`src/rtl/z3_pkg.sv`:
```
// Shared definitions for the Zorro III bus-master engine.
//   z3_state_t     : engine state encoding
//   FC_SUPER_DATA  : function code driven on every owned cycle
//   SYNC_STAGES    : depth of the synchronisers on asynchronous bus inputs
package z3_pkg;

   typedef enum logic [2:0] {
      IDLE, ARB, ADDR, STRB, DATA, WAIT, TERM, RECOVER
   } z3_state_t;

   localparam logic [2:0] FC_SUPER_DATA = 3'b101;
   localparam int         SYNC_STAGES   = 2;

endpackage

```
`src/rtl/z3_bus_master_if.sv`:
```
// Zorro III bus signals seen by one initiator.
//   master : BR_n, OWN, address/control/strobes and write data out;
//            BG_n, Z_DIN, Z_DTACK_n, Z_BERR_n in
//   slave  : the opposite view (arbiter + target side)
interface z3_bus_master_if;

   logic        BR_n;
   logic        BG_n;
   logic        OWN;
   logic [31:0] Z_ADDR;
   logic [2:0]  Z_FC;
   logic        Z_READ;
   logic        Z_FCS_n;
   logic [3:0]  Z_DS_n;
   logic        Z_DOE;
   logic        Z_DOUT_OE;
   logic [31:0] Z_DOUT;
   logic [31:0] Z_DIN;
   logic        Z_DTACK_n;
   logic        Z_BERR_n;

   modport master (
      output BR_n, OWN, Z_ADDR, Z_FC, Z_READ, Z_FCS_n, Z_DS_n, Z_DOE, Z_DOUT_OE, Z_DOUT,
      input  BG_n, Z_DIN, Z_DTACK_n, Z_BERR_n
   );

   modport slave (
      input  BR_n, OWN, Z_ADDR, Z_FC, Z_READ, Z_FCS_n, Z_DS_n, Z_DOE, Z_DOUT_OE, Z_DOUT,
      output BG_n, Z_DIN, Z_DTACK_n, Z_BERR_n
   );

endinterface

```
`src/rtl/z3_sync.sv`:
```
// N-stage synchroniser for an active-low asynchronous bus input.
//   CLK, IORST_n : block clock, async active-low reset
//   d            : asynchronous input
//   q            : synchronised output; resets to 1 (signal negated)
// STAGES must be at least 2.
module z3_sync #(
   parameter int STAGES = 2
) (
   input  logic CLK,
   input  logic IORST_n,
   input  logic d,
   output logic q
);

   logic [STAGES-1:0] sr;

   always_ff @(posedge CLK or negedge IORST_n) begin
      if (!IORST_n) sr <= '1;
      else          sr <= {sr[STAGES-2:0], d};
   end

   assign q = sr[STAGES-1];

endmodule

```
`src/rtl/z3_bus_master.sv`:
```
// Zorro III bus-master engine: runs one full-cycle transfer per request
// from the local DMA side and returns read data or an error status.
//   CLK, IORST_n      : block clock, async active-low reset
//   req, req_addr, req_we, req_be, req_wdata : request (held until ack/err)
//   req_ack / req_err : one-cycle completion pulses (mutually exclusive)
//   req_rdata         : read data, valid from req_ack until next address phase
//   bus               : Zorro III master view (arbitration, strobes, data)
// All bus-side outputs are registered decodes of the next state, so every
// strobe is glitch-free and changes exactly on a state transition.
module z3_bus_master
   import z3_pkg::*;
#(
   parameter int TIMEOUT_CYCLES = 255,
   parameter bit HOLD_BUS       = 1'b1
) (
   input  logic               CLK,
   input  logic               IORST_n,
   input  logic               req,
   input  logic [31:0]        req_addr,
   input  logic               req_we,
   input  logic [3:0]         req_be,
   input  logic [31:0]        req_wdata,
   output logic               req_ack,
   output logic               req_err,
   output logic [31:0]        req_rdata,
   z3_bus_master_if.master    bus
);

   // Counter is at least 8 bits, wider only if the timeout needs it.
   localparam int CW = ($clog2(TIMEOUT_CYCLES + 1) > 8) ? $clog2(TIMEOUT_CYCLES + 1) : 8;
   localparam logic [CW-1:0] TMO = CW'(TIMEOUT_CYCLES);

   z3_state_t   state, state_d;
   logic        bg_s, dtack_s, berr_s;
   logic [CW-1:0] cnt;

   logic        load, strobed, ok_end, err_end;
   logic        we_q;
   logic [3:0]  be_q;
   logic        br_n_q, own_q, read_q, fcs_n_q, doe_q, dout_oe_q;
   logic [3:0]  ds_n_q;
   logic [31:0] addr_q, dout_q;

   // Lane selection comes from req_be; the low address bits are not driven.
   logic        addr_lo_unused;
   assign addr_lo_unused = ^req_addr[1:0];

   z3_sync #(.STAGES(SYNC_STAGES)) u_sync_bg    (.CLK(CLK), .IORST_n(IORST_n), .d(bus.BG_n),      .q(bg_s));
   z3_sync #(.STAGES(SYNC_STAGES)) u_sync_dtack (.CLK(CLK), .IORST_n(IORST_n), .d(bus.Z_DTACK_n), .q(dtack_s));
   z3_sync #(.STAGES(SYNC_STAGES)) u_sync_berr  (.CLK(CLK), .IORST_n(IORST_n), .d(bus.Z_BERR_n),  .q(berr_s));

   always_ff @(posedge CLK or negedge IORST_n) begin
      if (!IORST_n) state <= IDLE;
      else          state <= state_d;
   end

   always_comb begin
      state_d = state;
      load    = 1'b0;
      strobed = 1'b0;
      ok_end  = 1'b0;
      err_end = 1'b0;
      unique case (state)
         IDLE:    if (req) state_d = own_q ? ADDR : ARB;
         // Wait for the previous owner's slave to release DTACK before taking the bus.
         ARB:     if (!bg_s && dtack_s) state_d = ADDR;
         ADDR:    state_d = STRB;
         STRB:    state_d = DATA;
         DATA:    state_d = WAIT;
         WAIT: begin
            // BERR has priority over a coincident DTACK.
            if (!berr_s) begin
               state_d = TERM;
               err_end = 1'b1;
            end else if (!dtack_s) begin
               state_d = TERM;
               ok_end  = 1'b1;
            end else if (cnt == TMO) begin
               state_d = TERM;
               err_end = 1'b1;
            end
         end
         TERM:    state_d = RECOVER;
         RECOVER: if (dtack_s) state_d = (HOLD_BUS && req) ? ADDR : IDLE;
         default: state_d = IDLE;
      endcase
      load    = (state_d == ADDR);
      strobed = (state_d == DATA) || (state_d == WAIT);
   end

   always_ff @(posedge CLK or negedge IORST_n) begin
      if (!IORST_n) begin
         br_n_q    <= 1'b1;
         own_q     <= 1'b0;
         read_q    <= 1'b1;
         fcs_n_q   <= 1'b1;
         ds_n_q    <= 4'hF;
         doe_q     <= 1'b0;
         dout_oe_q <= 1'b0;
         addr_q    <= '0;
         dout_q    <= '0;
         we_q      <= 1'b0;
         be_q      <= 4'hF;
         cnt       <= '0;
         req_ack   <= 1'b0;
         req_err   <= 1'b0;
         req_rdata <= '0;
      end else begin
         br_n_q    <= (state_d != ARB);
         own_q     <= (state_d != IDLE) && (state_d != ARB);
         fcs_n_q   <= !((state_d == STRB) || strobed);
         ds_n_q    <= strobed ? ~be_q : 4'hF;
         doe_q     <= strobed;
         dout_oe_q <= strobed && we_q;
         req_ack   <= ok_end;
         req_err   <= err_end;
         if (load) begin
            addr_q <= {req_addr[31:2], 2'b00};
            read_q <= !req_we;
            we_q   <= req_we;
            be_q   <= req_be;
            dout_q <= req_wdata;
         end
         if (state_d == DATA)                  cnt <= '0;
         else if (state == WAIT && cnt != '1)  cnt <= cnt + 1'b1;
         if (ok_end && !we_q) req_rdata <= bus.Z_DIN;
      end
   end

   assign bus.BR_n      = br_n_q;
   assign bus.OWN       = own_q;
   assign bus.Z_ADDR    = addr_q;
   assign bus.Z_FC      = FC_SUPER_DATA;
   assign bus.Z_READ    = read_q;
   assign bus.Z_FCS_n   = fcs_n_q;
   assign bus.Z_DS_n    = ds_n_q;
   assign bus.Z_DOE     = doe_q;
   assign bus.Z_DOUT_OE = dout_oe_q;
   assign bus.Z_DOUT    = dout_q;

endmodule

```
`src/flat_wrapper.sv`:
```
// flat-port wrapper written by rule: the top's interface ports become plain ports
module z3_bus_master_flat import z3_pkg::*;
#(
   parameter int TIMEOUT_CYCLES = 255,
   parameter bit HOLD_BUS       = 1'b1
)
  (CLK, IORST_n, req, req_addr, req_we, req_be, req_wdata, req_ack, req_err, req_rdata, bus_BR_n, bus_OWN, bus_Z_ADDR, bus_Z_FC, bus_Z_READ, bus_Z_FCS_n, bus_Z_DS_n, bus_Z_DOE, bus_Z_DOUT_OE, bus_Z_DOUT, bus_BG_n, bus_Z_DIN, bus_Z_DTACK_n, bus_Z_BERR_n);
  z3_bus_master_if bus_i ();
  input  logic CLK;
  input  logic IORST_n;
  input  logic req;
  input  logic [31:0] req_addr;
  input  logic req_we;
  input  logic [3:0] req_be;
  input  logic [31:0] req_wdata;
  output logic req_ack;
  output logic req_err;
  output logic [31:0] req_rdata;
  output wire logic [$bits(bus_i.BR_n)-1:0] bus_BR_n;
  output wire logic [$bits(bus_i.OWN)-1:0] bus_OWN;
  output wire logic [$bits(bus_i.Z_ADDR)-1:0] bus_Z_ADDR;
  output wire logic [$bits(bus_i.Z_FC)-1:0] bus_Z_FC;
  output wire logic [$bits(bus_i.Z_READ)-1:0] bus_Z_READ;
  output wire logic [$bits(bus_i.Z_FCS_n)-1:0] bus_Z_FCS_n;
  output wire logic [$bits(bus_i.Z_DS_n)-1:0] bus_Z_DS_n;
  output wire logic [$bits(bus_i.Z_DOE)-1:0] bus_Z_DOE;
  output wire logic [$bits(bus_i.Z_DOUT_OE)-1:0] bus_Z_DOUT_OE;
  output wire logic [$bits(bus_i.Z_DOUT)-1:0] bus_Z_DOUT;
  input wire logic [$bits(bus_i.BG_n)-1:0] bus_BG_n;
  input wire logic [$bits(bus_i.Z_DIN)-1:0] bus_Z_DIN;
  input wire logic [$bits(bus_i.Z_DTACK_n)-1:0] bus_Z_DTACK_n;
  input wire logic [$bits(bus_i.Z_BERR_n)-1:0] bus_Z_BERR_n;
  assign bus_BR_n = bus_i.BR_n;
  assign bus_OWN = bus_i.OWN;
  assign bus_Z_ADDR = bus_i.Z_ADDR;
  assign bus_Z_FC = bus_i.Z_FC;
  assign bus_Z_READ = bus_i.Z_READ;
  assign bus_Z_FCS_n = bus_i.Z_FCS_n;
  assign bus_Z_DS_n = bus_i.Z_DS_n;
  assign bus_Z_DOE = bus_i.Z_DOE;
  assign bus_Z_DOUT_OE = bus_i.Z_DOUT_OE;
  assign bus_Z_DOUT = bus_i.Z_DOUT;
  assign bus_i.BG_n = bus_BG_n;
  assign bus_i.Z_DIN = bus_Z_DIN;
  assign bus_i.Z_DTACK_n = bus_Z_DTACK_n;
  assign bus_i.Z_BERR_n = bus_Z_BERR_n;
  z3_bus_master #(.TIMEOUT_CYCLES(TIMEOUT_CYCLES), .HOLD_BUS(HOLD_BUS)) u_core (.CLK(CLK), .IORST_n(IORST_n), .req(req), .req_addr(req_addr), .req_we(req_we), .req_be(req_be), .req_wdata(req_wdata), .req_ack(req_ack), .req_err(req_err), .req_rdata(req_rdata), .bus(bus_i));
endmodule
```
`config.mk`:
```
export PLATFORM = sky130hd
export DESIGN_NAME = z3_bus_master_flat
export DESIGN_NICKNAME = d
export VERILOG_FILES = /design/src/rtl/z3_pkg.sv /design/src/rtl/z3_bus_master_if.sv /design/src/rtl/z3_sync.sv /design/src/rtl/z3_bus_master.sv /design/src/flat_wrapper.sv
export SDC_FILE = /design/constraint.sdc
export NUM_CORES = 1
export LEC_CHECK = 0
export BUFFER_PORTS_ARGS = -buffer_cell sky130_fd_sc_hd__buf_4
export CORE_AREA = 2 2 107 109
export CTS_CLUSTER_DIAMETER = 80
export DETAILED_ROUTE_END_ITERATION = 8
export DIE_AREA = 0 0 109 111
export GPL_TIMING_DRIVEN = 0
export MAX_ROUTING_LAYER = met4
export PLACE_DENSITY = 0.78
export SETUP_SLACK_MARGIN = 0.3
export SYNTH_ARGS = -nofsm -noshare
export SYNTH_HDL_FRONTEND = slang
export SYNTH_HIERARCHICAL = 1
export SYNTH_SLANG_ARGS = --single-unit
```
`constraint.sdc`:
```
create_clock -name CLK -period 2.5 [get_ports CLK]
set_input_delay 0.125 -clock CLK [delete_from_list [all_inputs] [get_ports CLK]]
set_output_delay 0.125 -clock CLK [all_outputs]
set_load 0.03 [all_outputs]
```
## After elaboration in Yosys (flattened, before gate mapping)

Cells that the tools add are included.

| word-level totals | value |
|---|---|
| input bits | 107 |
| logic and storage cells | 68 |
| register bits after elaboration | 128 |
| output and inout bits | 111 |

| cells by class | value |
|---|---|
| reduce and logical (&&, ||, !) cells | 14 |
| bitwise operators | 1 |
| add/subtract/negate cells | 1 |
| eq/ne operators | 14 |
| muxes and demuxes | 19 |

Operator list:

| cell | count |
|---|---|
| $pmux W3 S8 | 1 |
| $eq A3 B3 Y1 const B | 6 |
| $mux W3 | 6 |
| $mux W8 | 2 |
| $eq A3 B2 Y1 const B | 4 |
| $add A8 B1 Y8 const B | 1 |
| $eq A8 B8 Y1 const B | 1 |
| $ne A8 B8 Y1 const B | 1 |
| $mux W1 | 7 |
| $logic_and A1 B1 Y1 | 5 |
| $logic_not A1 Y1 | 4 |
| $mux W2 | 2 |
| $mux W4 | 1 |
| $not A4 Y4 | 1 |
| $eq A3 B1 Y1 const B | 1 |
| $logic_not A3 Y1 | 1 |
| $ne A3 B1 Y1 const B | 1 |
| $reduce_bool A3 Y1 | 1 |
| $logic_or A1 B1 Y1 | 2 |
| $reduce_bool A2 Y1 | 1 |

## Longest topological paths before layout

| depth | value |
|---|---|
| depth after elaboration | 9 |
| depth in mapped cells | 9 |
| mapped depth without buffers | 6 |

## Hierarchy

The synthesis kept the hierarchy.

Modules (own cells, without submodules):

| module | sequential area each (sq um) | area an instance (sq um) | cells an instance | instances |
|---|---|---|---|---|
| z3_bus_master | 3066.7 | 4874.7 | 314 | 1 |
| z3_sync | 52.6 | 52.6 | 2 | 3 |

## Worst setup path before layout

OpenSTA, ideal clock, no wires.

| timing path | value |
|---|---|
| kind | register to register |
| start point | register u_core.cnt[0] |
| end point | register u_core.dout_q[10], in the netlist u_core/bus.Z_DOUT[10] |
| period minus slack after synthesis | 2.104 ns |
| buffers on the path | 3 |
| library setup time | 0.125 ns |
| arrival time | 1.979 ns |
| cell stages (with the launch flop) | 10 |
| path slack | 0.396 ns |
| data required time | 2.375 ns |
| path through | dfrtp_1 > ha_1 > and3_1 > buf_6 > a31o_4 > a22oi_4 > a21oi_4 > buf_6 > buf_8 > mux2_4 |

| between the ends | value |
|---|---|
| cells in the longest elaborated chain, start to end | 6 |

RTL lines:

| item | RTL line | source |
|---|---|---|
| from (decl) | z3_bus_master.sv:35 | `logic [CW-1:0] cnt;` |
| from (signal assigned) | z3_bus_master.sv:125 | `else if (state == WAIT && cnt != '1) cnt <= cnt + 1'b1;` |
| $eq A8 B8 Y1 | z3_bus_master.sv:78 | `end else if (cnt == TMO) begin` |
| $mux W3 | z3_bus_master.sv:78 |  |
| $mux W3 | z3_bus_master.sv:75 | `end else if (!dtack_s) begin` |
| $mux W3 | z3_bus_master.sv:72 | `if (!berr_s) begin` |
| $pmux W3 S8 | z3_bus_master.sv:63 | `unique case (state)` |
| $eq A3 B2 Y1 | z3_bus_master.sv:87 | `load = (state_d == ADDR);` |
| to (signal assigned) | z3_bus_master.sv:122 | `dout_q <= req_wdata;` |
| to (decl) | z3_bus_master.sv:42 | `logic [31:0] addr_q, dout_q;` |

Every way passes these cells.
A chain may end at the register's enable or synchronous reset.

## Worst setup path after layout

| timing path | value |
|---|---|
| start point | register u_core.cnt[1] |
| end point | register u_core.dout_q[18], in the netlist u_core/bus.Z_DOUT[18] |

Same word-level chain as after synthesis.

==> run_results.csv <==
group,metric,value,unit
status,status,"complete, no violations",
cts,clk_latency,410,ps
route,wire_per_inst,17.4,um
route,vias,3933,
setup_path,slowest_delay,400,ps
global_route,grt_pass1_vias,4421,
setup_path,cp_max_fo,8,
die,rows,39,
setup_path,path_cells,"ha_2, and3_4, buf_6, a31o_4, a22oi_4, a21oi_4, buf_8, clkbuf_16, mux2_4",
setup_path,r2r_cells,9,
setup_path,critPathSlowestCell,"dfrtp_1",
sta,finalSetupViolCount,0,
cells_and_area,syn_to_final_growth,71.0,%
flow_run,maxCapViolCount,0,
die,die_height,111,um
sta,tns,0,ps
route,drc,0,
cts,cts_made_buffers,17,
setup_path,arrival,2450,ps
setup_path,r2r_setup_slack,350,ps
pwr,peakVddDrop,0.000959,V
synth,yosysTopAreaCellShare,55.2,%
cts,cts_tree,"built",
synth,yosys_warnings,6,
placement,port_buffers,210,
hold_path,hp-class,"in2async",
setup_path,setup.worst_path.end_class,"register",
placement,place_ws,233,ps
synth,yosys.area_share.xor_xnor,1.22,%
sta,drv_slew,0,
synth,synth.avg_cell_area,15.7,sq um
die,start_util,45.4,%
cells_and_area,fillCellCount,646,
setup_path,rr_endpoint,"u_core/bus.Z_DOUT[18]",
global_route,antenna_found_initial,0,
placement,place_hpwl,8.14,mm
sta,slew_headroom,49.4,%
sta,fin_crit,2150,ps
pwr,power,0.0117,W
synth,syn_area,0.00503,sq mm
setup_path,cp.buffers_inverters,3,
setup_path,cp_top_family,"compound AO/OA/AOI/OAI gates",
synth,synth_top_family_by_area,"multiplexers",
sta,worst_slack,346,ps
pwr,power_density,1360,mW/mm^2
setup_path,crit_path_end,"u_core/bus.Z_DOUT[18]",
setup_path,r2r_start,"u_core/cnt[1]",
sta,finalHoldViolations,0,
die,core_area,0.0111,sq mm
synth,synthTopCellsByArea,"dfrtp_1 (55%), mux2_2 (18%), dfstp_2 (8.9%)",
setup_path,critPathLaunch,"u_core/cnt[1]",
die,die_w,109,um
synth,synth_seq_cells,128,
cts,clock-sinks,128,
die,pin_count,218,
global_route,track_usage,25.3,%
synth,synth-simple-area-share,4.03,%
route,vias_per_cell,4.78,
synth,netlist_top_cells_count,"dfrtp_1 (111), mux2_2 (80), mux2_4 (19)",
sta,fin_crit_sh,86.1,%
global_route,grt_pass1_wl,22.2,mm
cells_and_area,drive_gt1_share,57.8,%
cells_and_area,ff_latch_area,0.00322,sq mm
cts,cts_max_level,4,
route,dr.pass1.iters,5,
route,routed_wirelength,14.3,mm
synth,synthesis.instances,320,
cells_and_area,insertedDiodeCount,0,
synth,synth.most_common_cell,"dfrtp_1",
cells_and_area,design_area,0.00861,sq mm
setup_path,required,2790,ps
synth,synth_edf_count,0,
synth,synthMuxAreaShare,24.0,%
synth,yosys.area.top_type,"dfrtp_1",
cts,clockBufferDepth,2,
synth,synth-async-reset-ratio,100,%
setup_path,setup.worst_path.start_class,"register",
synth,synth_compound_area_share,2.69,%
sta,rsz0062_at_grt,"true",
cells_and_area,final_nets,775,
global_route,grt_max_degree,103,
global_route,grt_overflow,0,
cts,clock-root-buffer,"clkbuf_16",
placement,postPlaceCellArea,0.00683,sq mm
cells_and_area,multi_input_area,0.00166,sq mm
synth,ys_types,38,
route,first_iter_violations,141,
placement,place_congestion,0.833,
synth,ys_seq_area_share,64.1,%
route,antenna_left,0,
synth,synthAdderAreaFrac,0.249,%
setup_path,cp_num_cells,9,
sta,worstMarginPinSlew,756,ps
cells_and_area,post-route-util,77.7,%
pwr,p_leak,4.11,nW
synth,synth-main-ff-cell,"dfrtp_1",
sta,fmax,0.464,GHz
die,die_area,0.0121,sq mm
cts,clk_pin_slew,60,ps
setup_path,path_class,"reg2reg",
sta,worst_clock_skew,9.49,ps
flip-flops by register name, summed over array words and instances (netlist names):
name and flops:
u_core/bus.OWN 1, u_core/be_q 4, u_core/u_sync_bg/sr 2, u_core/we_q 1
u_core/state 3, u_core/bus.Z_READ 1, u_core/bus.Z_FCS_n 1, u_core/bus.Z_DOUT 32
u_core/bus.Z_DOUT_OE 1, u_core/bus.BR_n 1, u_core/cnt 8, u_core/bus.Z_DOE 1
u_core/bus.Z_DS_n 4, u_core/req_err 1, u_core/bus.Z_ADDR 30, u_core/u_sync_dtack/sr 2
u_core/u_sync_berr/sr 2, u_core/req_ack 1, u_core/req_rdata 32
per-layer routing:
metal  vias up  track usage, %  wire, um
li1       1794               -         -
met1      1912            26.9      5460
met2       189            44.3      7610
met3        38            6.06       799
met4         0            10.9       429
met5         -               -         0
cell families after synthesis:
group                      count (synthesis)
other                                      2
muxes                                    101
adders and majority gates                  1
AOI/OAI and AO/OA                         15
and+or+nand+nor                           40
xor gates and xnor gates                   7
DFF                                      128
buffers and inverters                     26
power by group:
group / total (W) / switching (W) / internal, W / leakage (nW)
Combinational: 0.00569 / 0.00309 / 0.00260 / 2.30
Sequential: 0.00366 / 0.000566 / 0.00309 / 1.53
Clock: 0.00235 / 0.000829 / 0.00152 / 0.287
timing repair:
item                       4_1_cts  5_1_grt
resized for setup                0       13
hold buffers                   103        0
hold endpoints to repair       159        0
setup endpoints to repair       28       98
cloned                           0        2
buffers inserted                 3        6
pin swaps                        2        5
cells in the final DEF (no fill, tap or decap), types with 3 or more instances in the layout:
master and n:
nand2_1 10, dfrtp_1 111, conb_1 5, inv_1 6
nor2b_1 3, nor2_1 9, and2_1 3, xor2_1 6
buf_4 227, buf_6 4, mux2_2 80, clkbuf_8 6
dfstp_2 17, clkbuf_16 19, dlygate4sd3_1 103, a21oi_1 3
nand4_1 4, clkbuf_1 6, clkinv_2 4, mux2_4 19
metrics by stage:
step	std cells	hold slack, ps
floorplan	323	-171
global placement	676	234
detailed placement	677	8.96
CTS	815	139
global route	823	197
finish	823	178
how the worst min path moves through the flow:
| stage | from | endpoint | slack [ps] | cells after the start |
|---|---|---|---|---|
| floorplan | IORST_n | u_core/bus.OWN | -170 | 0 |
| global placement | bus_Z_DTACK_n | u_core/u_sync_dtack/sr[0] | 230 | 1 |
| detailed placement | IORST_n | u_core/bus.Z_ADDR[13] | 9 | 1 |
| CTS | IORST_n | u_core/bus.Z_ADDR[13] | 140 | 2 |
| global route | IORST_n | u_core/bus.Z_ADDR[16] | 200 | 2 |
| finish | IORST_n | u_core/bus.Z_ADDR[16] | 180 | 2 |
layout make-up:
type,count,share of cell area (%)
plain buffers,20,2.20
repair buffers,325,32.0
multi-input cells,169,19.3
inverters,6,0.262
clock inverters,5,0.581
clock buffers,27,6.08
well taps,143,2.08
flip-flops and latches,128,37.5
Note: power is estimated with default switching activity, not from simulation.
